## src/rtl/muldiv_unit.sv

```systemverilog
`default_nettype none
// ============================================================================
// Module      : muldiv_unit
// Description : Iterative RV32M multiply/divide unit. Multiplies use a
//               shift-add loop, divides a restoring loop, one bit per cycle.
//               Sign handling is done on magnitudes and then corrected in the
//               FIX state. Divide-by-zero and signed overflow skip the loop.
//               Optional macro FAST_MUL_EN: multiplies use one combinational
//               product registered in a single CALC cycle.
// Revision    : 1.0 - initial release
// ============================================================================
module muldiv_unit #(
  parameter int WIDTH = 32
) (
  input  logic             Clk,
  input  logic             Reset,
  input  logic             Start,
  input  logic [2:0]       Funct3,
  input  logic [WIDTH-1:0] DataA,
  input  logic [WIDTH-1:0] DataB,
  input  logic             Flush,
  output logic             Busy,
  output logic             Done,
  output logic [WIDTH-1:0] Result
);

  localparam int                  c_CNT_W = $clog2(WIDTH) + 1;
  localparam logic [c_CNT_W-1:0]  c_LAST  = c_CNT_W'(WIDTH - 1);
  localparam logic [WIDTH-1:0]    c_MIN   = {1'b1, {(WIDTH-1){1'b0}}};

  typedef enum logic [1:0] {S_IDLE = 2'd0, S_CALC = 2'd1, S_FIX = 2'd2} state_t;

  state_t               r_state;
  logic [2:0]           r_funct3;
  logic [WIDTH-1:0]     r_oper;     // multiplicand or divisor magnitude
  logic [2*WIDTH-1:0]   r_acc;      // product, or {remainder, quotient}
  logic [c_CNT_W-1:0]   r_cnt;
  logic                 r_negQ;     // product / quotient must be negated
  logic                 r_negR;     // remainder must be negated
  logic                 r_fast;     // result preloaded in r_acc low half
  logic                 r_busy;
  logic                 r_done;
  logic [WIDTH-1:0]     r_result;

  logic                 w_isDiv, w_isRem, w_sgnA, w_sgnB, w_negA, w_negB;
  logic                 w_divZero, w_divOvf, w_calcLast;
  logic [WIDTH-1:0]     w_magA, w_magB, w_fastRes, w_quo, w_rem, w_sel;
  logic [WIDTH:0]       w_shift, w_diff;
  logic [2*WIDTH-1:0]   w_divNext, w_mulNext, w_accNext, w_prod;

  // Operand decode at Start: signedness, magnitudes and fast-path detection
  always_comb begin
    w_isDiv   = Funct3[2];
    w_isRem   = Funct3[1];
    w_sgnA    = (Funct3 == 3'b001) | (Funct3 == 3'b010) | (Funct3[2] & ~Funct3[0]);
    w_sgnB    = (Funct3 == 3'b001) | (Funct3[2] & ~Funct3[0]);
    w_negA    = w_sgnA & DataA[WIDTH-1];
    w_negB    = w_sgnB & DataB[WIDTH-1];
    w_magA    = w_negA ? -DataA : DataA;
    w_magB    = w_negB ? -DataB : DataB;
    w_divZero = w_isDiv & (DataB == '0);
    w_divOvf  = w_isDiv & ~Funct3[0] & (DataA == c_MIN) & (DataB == '1);
    if (w_divZero)
      w_fastRes = w_isRem ? DataA : '1;
    else
      w_fastRes = w_isRem ? '0 : DataA;
  end

  // One iteration of the restoring divide and of the multiply
  always_comb begin
    w_shift = {r_acc[2*WIDTH-1:WIDTH], r_acc[WIDTH-1]};
    w_diff  = w_shift - {1'b0, r_oper};
    if (!w_diff[WIDTH])
      w_divNext = {w_diff[WIDTH-1:0], r_acc[WIDTH-2:0], 1'b1};
    else
      w_divNext = {w_shift[WIDTH-1:0], r_acc[WIDTH-2:0], 1'b0};
`ifdef FAST_MUL_EN
    w_mulNext  = {{WIDTH{1'b0}}, r_acc[WIDTH-1:0]} * {{WIDTH{1'b0}}, r_oper};
    w_calcLast = r_funct3[2] ? (r_cnt == c_LAST) : 1'b1;
`else
    w_mulNext  = {({1'b0, r_acc[2*WIDTH-1:WIDTH]} + (r_acc[0] ? {1'b0, r_oper} : '0)),
                  r_acc[WIDTH-1:1]};
    w_calcLast = (r_cnt == c_LAST);
`endif
    w_accNext = r_funct3[2] ? w_divNext : w_mulNext;
  end

  // Sign correction and output selection used in FIX
  always_comb begin
    w_prod = r_negQ ? -r_acc : r_acc;
    w_quo  = r_negQ ? -r_acc[WIDTH-1:0] : r_acc[WIDTH-1:0];
    w_rem  = r_negR ? -r_acc[2*WIDTH-1:WIDTH] : r_acc[2*WIDTH-1:WIDTH];
    w_sel  = w_prod[WIDTH-1:0];
    if (r_fast)
      w_sel = r_acc[WIDTH-1:0];
    else begin
      case (r_funct3)
        3'b000:                 w_sel = w_prod[WIDTH-1:0];
        3'b001, 3'b010, 3'b011: w_sel = w_prod[2*WIDTH-1:WIDTH];
        3'b100, 3'b101:         w_sel = w_quo;
        default:                w_sel = w_rem;
      endcase
    end
  end

  // Control FSM; Flush overrides every other input
  always_ff @(posedge Clk or posedge Reset) begin
    if (Reset) begin
      r_state  <= S_IDLE;
      r_funct3 <= '0;
      r_oper   <= '0;
      r_acc    <= '0;
      r_cnt    <= '0;
      r_negQ   <= 1'b0;
      r_negR   <= 1'b0;
      r_fast   <= 1'b0;
      r_busy   <= 1'b0;
      r_done   <= 1'b0;
      r_result <= '0;
    end else begin
      r_done <= 1'b0;
      if (Flush) begin
        r_state <= S_IDLE;
        r_busy  <= 1'b0;
      end else begin
        case (r_state)
          S_IDLE: begin
            if (Start) begin
              r_funct3 <= Funct3;
              r_negQ   <= w_negA ^ w_negB;
              r_negR   <= w_negA;
              r_cnt    <= '0;
              r_busy   <= 1'b1;
              r_fast   <= w_divZero | w_divOvf;
              if (w_divZero | w_divOvf) begin
                r_acc   <= {{WIDTH{1'b0}}, w_fastRes};
                r_state <= S_FIX;
              end else begin
                r_oper  <= w_isDiv ? w_magB : w_magA;
                r_acc   <= {{WIDTH{1'b0}}, (w_isDiv ? w_magA : w_magB)};
                r_state <= S_CALC;
              end
            end
          end
          S_CALC: begin
            r_acc <= w_accNext;
            r_cnt <= r_cnt + 1'b1;
            if (w_calcLast)
              r_state <= S_FIX;
          end
          S_FIX: begin
            r_result <= w_sel;
            r_done   <= 1'b1;
            r_busy   <= 1'b0;
            r_state  <= S_IDLE;
          end
          default: r_state <= S_IDLE;
        endcase
      end
    end
  end

  assign Busy   = r_busy;
  assign Done   = r_done;
  assign Result = r_result;

endmodule
`default_nettype wire
```

## config.mk

```make
export PLATFORM = sky130hd
export DESIGN_NAME = muldiv_unit
export DESIGN_NICKNAME = d
export VERILOG_FILES = /design/src/rtl/muldiv_unit.sv
export SDC_FILE = /design/constraint.sdc
export NUM_CORES = 1
export LEC_CHECK = 0
export CAP_MARGIN = 30
export CORE_UTILIZATION = 40
export CTS_CLUSTER_SIZE = 14
export DETAILED_ROUTE_END_ITERATION = 10
export HOLD_SLACK_MARGIN = 0.08
export PLACE_DENSITY_LB_ADDON = 0.12
export SLEW_MARGIN = 5
export SYNTH_ARGS = -nofsm -noshare
export SYNTH_HDL_FRONTEND = slang
export SYNTH_SLANG_ARGS = --single-unit
```

## constraint.sdc

```tcl
create_clock -name Clk -period 9.1 [get_ports Clk]
set_input_delay 1.365 -clock Clk [delete_from_list [all_inputs] [get_ports Clk]]
set_output_delay 1.365 -clock Clk [all_outputs]
set_load 0.005 [all_outputs]
```

Word-level counts from Yosys, hierarchy flattened --
Index checks and enable logic that the tools add are counted.
Storage, ports and cells: register bits 144
Operators by class: mux-type cells 30, add/subtract/negate cells 8, reduce and logical (&&, ||, !) cells 13, bitwise gates (word level) 14, equality and inequality tests 15
Operators by type and width (number):
- two-way mux 32 bit | 12
- two-way mux 64 bit | 4
- negation 32 bit | 4
- one-hot mux 64 bit (2 select lines) | 1
- one-hot mux 32 bit (3 select lines) | 1
- == test 32 bit, second input constant | 2
- negation 64 bit | 1
- adder 32 x 32 -> 33 bit | 1
- subtractor 33 x 32 -> 33 bit | 1
- zero test 32 bit | 1
- one-hot mux 6 bit (2 select lines) | 1
- == test 3 x 2 -> 1 bit, second input constant | 3
- two-way mux 2 bit | 4
- adder 6 x 1 -> 6 bit, second input constant | 1
- bitwise AND 1 bit | 6
- == test 3 x 1 -> 1 bit, second input constant | 2
- == test 3 bit, second input constant | 2
- == test 6 x 5 -> 1 bit, second input constant | 1
- two-way mux 6 bit | 1
- inequality test 3 bit, second input constant | 2
- AND reduction 2 bit | 3
- AND reduction 3 bit | 2
- two-way mux 1 bit | 4
- bitwise OR 1 bit | 4
- other kinds (14) | 16

Logic depth before layout (Yosys ltp) --
depth in word-level cells 9, mapped depth 15, mapped depth without buffers 14

Worst setup path after synthesis --
No wires, ideal clock.
kind input to register, start input port DataB[1], end register r_oper[10], library setup time 133 ps, setup slack 5336 ps, data required time 8967 ps, data arrival time 3630 ps, stages 12, cell sequence inv_1 > ha_1 > or4b_1 > nand2b_1 > nor3_2 > and2b_1 > and3_1 > clkbuf_1 > nor2_1 > nand2_2 > clkbuf_1 > o21ai_0
Between the ends: longest elaborated chain between the ends 5, elaborated cells on any way between the ends 10, those cells by class 1 x add/sub; 1 x eq/ne; 2 x mux; 4 x bitwise; 2 x reduce/logical
RTL lines:
- start, declared | line 20 | input logic [WIDTH-1:0] DataB,
- branches (longest 5 deep; another with negation 32 bit)
- end signal, assigned | line 139 | r_oper <= w_isDiv ? w_magB : w_magA;
- end, declared | line 35 | logic [WIDTH-1:0] r_oper;
Several ways; the timed one is not identified. A chain may end at the register's enable or synchronous reset.

Worst setup path in the final report --
start input port DataB[0], end register r_oper[15]
The elaborated chain is that of the path after synthesis.

==> impl_metrics.csv <==
group,metric,value,unit
outcome,run_status,"finished clean",
cells_and_area,insertedDiodeCount,0,
detailed_routing,wl_per_cell,23.0,microns
placed_design,routabilityCongestion,0.989,
synth,yosysSeqAreaShare,0.242,
setup_path,endpoint_kind,"flip-flop",
timing,slew_violations,0,
detailed_routing,antenna_left,0,
setup_path,start_kind,"input port",
timing,tns,0,ns
placed_design,place_hpwl,44200,microns
cells_and_area,nNetsFinal,2175,
timing,max_freq,193,MHz
cells_and_area,syn_to_final_growth,12.9,%
detailed_routing,drt_iter0_drc,1408,
flow_run,cap_violations,0,
synth,netlist_area,14900,sq um
clock_tree,clock-sinks,144,
global_routing,grt_antenna_before_repair,0,
floorplan,die_h,195,microns
timing,hold_slack,0.483,ns
synth,synth_fp_nets,2169,
synth,yosysTopAreaCellShare,0.242,
timing,worst_pin_slew,0.993,ns
global_routing,grt_first_pass_wirelength,88100,microns
detailed_routing,vias,15500,
cells_and_area,multiInputGateArea,10500,sq um
clock_tree,path_clk_slew,0.07,ns
floorplan,core,36600,sq um
setup_path,arrival,5.49,ns
timing,setup_viol,0,
clock_tree,h-tree-depth,4,
setup_path,rr_endpoint,"r_acc[62]",
clock_tree,postCtsHoldBufs,0,
cells_and_area,final_area,16800,sq um
synth,ys_types,88,
setup_path,cp-endpoint,"r_oper[15]",
cells_and_area,fillCellCount,3749,
synth,ys.warnings.count,0,
timing,maxSlewHeadroom,0.337,
timing,fin_skew,0.0140,ns
setup_path,crit_fanout,38,
setup_path,rr_worst_depth,13,
clock_tree,cts_resized,0,
pwr,power.leakage,6.97,nW
cells_and_area,regArea,3610,sq um
synth,synth-edff-count,0,
timing,finalCritPeriodShare,0.569,
placed_design,dp.cells,2479,
clock_tree,cts-root-buf,"clkbuf_16",
setup_path,crit_type,"in2reg",
detailed_routing,viasPerCell,6.18,
clock_tree,clock_latency,0.45,ns
placed_design,dpl_cell_area,16200,sq um
detailed_routing,first_pass_iters,5,
cells_and_area,fin_cells,2512,
worst_hold_path,hp-class,"reg2reg",
global_routing,grt_pass1_vias,14600,
synth,syn_inst,2026,
setup_path,r2r-start,"r_acc[0]",
clock_tree,numCtsBuffers,17,
synth,ys_ff_latch,144,
synth,synthArstFlopShare,1.00,
timing,fin_crit,5.17,ns
placed_design,io_buffers,104,
detailed_routing,drc_errors,0,
cells_and_area,drive_gt1_frac,0.0484,
setup_path,worst_ep_required_time,9.42,ns
clock_tree,cts_setup_buffers,0,
synth,synth_largest_area_cell,"dfrtp_1",
pwr,peakVddDrop,0.000160,V
detailed_routing,wirelength,57800,microns
clock_tree,cts_tree,"yes",
timing,rsz0062_at_grt,"false",
floorplan,rows,70,
floorplan,io_pins,105,
global_routing,grt_overflow_total,0,
global_routing,track_usage,0.303,
synth,syn_area_per_cell,7.35,sq um
floorplan,dieArea,38000,sq um
setup_path,r2r_slack,4.47,ns
global_routing,grt_max_degree,83,
floorplan,dieWidth,195,microns
pwr,power_density,317,nW/um^2
setup_path,worstSetupStartpoint,"DataB[0]",
timing,finalHoldViolations,0,
floorplan,initial_core_util,0.406,
worst_hold_path,holdCritStartpoint,"Result[0]",
synth,synthTopCellsByArea,"dfrtp_1 24%, o21ai_0 8.3%, a21oi_1 6.3%, xnor2_1 6.0%, ha_1 5.9%",
synth,ys.flop_type,"dfrtp_1",
clock_tree,cts.path.max_buffers,2,
[metal layers]
metal / vias up / wire length (microns) / share of wire / GRT usage
li1: 7332 / - / - / -
met1: 7468 / 26000 / 0.45 / 0.417
met2: 635 / 25900 / 0.45 / 0.477
met3: 98 / 3900 / 0.067 / 0.0477
met4: 0 / 1950 / 0.034 / 0.114
met5: - / 0 / 0 / 0
[per-stage QoR]
stage          setup WS (ns)  total power [mW]  utilization
6_report                3.93              5.32        0.459
5_1_grt                 3.63              5.70        0.459
4_1_cts                 3.78              5.27        0.458
3_5_place_dp            3.30              4.52        0.442
3_3_place_gp            3.24              4.48        0.440
2_1_floorplan           3.87              3.50            -
[sequential cells by signal, summed over array words and instances (netlist names)]
name / count
r_funct3: 3
r_fast: 1
r_cnt: 6
r_negR: 1
r_negQ: 1
r_acc: 64
Busy: 1
Result: 32
Done: 1
r_state: 2
r_oper: 32
[synth_stat cells (6+ instances only)]
master	number
o21ai_0	246
nand2_1	229
a21oi_1	188
dfrtp_1	144
nor2_1	144
clkbuf_1	113
xnor2_1	102
nand3_1	92
xor2_1	90
ha_1	70
inv_1	63
nor3_1	48
mux2i_1	41
a21o_1	33
a31oi_1	31
a22oi_1	21
nand2b_1	21
o31ai_1	21
or3_1	21
nand4_1	18
o211ai_1	17
and3_1	16
buf_2	15
nor2b_1	14
nor4_1	13
a211oi_1	12
o21a_1	12
o21ai_1	12
o221ai_1	12
o22ai_1	12
o41ai_1	11
or4_1	11
buf_1	10
or2_2	10
a221oi_1	9
and2_1	8
o21bai_1	6
[worst max-delay path: stages]
cell and delay (ns):
clkdlybuf4s50_1 0.51, inv_1 0.10, ha_1 0.18, or4b_1 0.48
nand2b_1 0.22, nor3_2 0.28, and2b_1 0.28, and3_1 0.73
nor2_1 0.16, buf_4 0.25, nand2_2 0.51, buf_16 0.25
o21ai_0 0.11
[cell usage in the layout, fill, tap and decap left out, types with 16 or more instances in the layout]
cell	instances
mux2i_1	41
and3_1	16
nand2b_1	21
nor3_1	48
a31oi_1	31
nand2_1	229
o21ai_0	245
clkdlybuf4s50_1	103
or3_1	21
o211ai_1	17
a21oi_1	188
xnor2_1	102
o31ai_1	21
clkbuf_16	17
nand3_1	92
buf_4	23
nor2_1	142
a22oi_1	21
dfrtp_1	142
inv_1	62
xor2_1	90
a21o_1	33
nand4_1	18
ha_1	70
[cells by family after synthesis]
kind of cell    count (synthesis)  share of synthesized area
compound gates                693                      0.281
xor+xnor                      192                      0.113
fa+ha+maj                      72                     0.0615
buf+inv                       206                     0.0549
flops                         144                      0.242
mux                            43                     0.0291
simple gates                  676                      0.218
[worst min-delay path by stage]
stage	end	slack [ns]	depth (start not counted)
floorplan	r_oper[10]	0.45	2
global placement	Result[0]	0.46	2
detailed placement	r_oper[22]	0.47	2
CTS	r_oper[22]	0.48	2
global route	r_oper[30]	0.51	2
finish	Result[0]	0.48	2
[power by group]
| group | internal, mW | leakage [nW] | switching, mW |
|---|---|---|---|
| clock | 0.408 | 0.280 | 0.320 |
| sequential | 0.869 | 1.79 | 0.492 |
| combinational | 1.34 | 4.90 | 1.90 |
| total | 2.62 | 6.97 | 2.71 |
[cell type report]
cell class	instances	area share
clock buffer	18	0.0255
clock inverter	13	0.00909
inverter	63	0.0144
multi-input combinational	1676	0.624
sequential	144	0.215
tap	468	0.0349
timing repair buffer	130	0.0778
(Power assumes the default switching activity.)
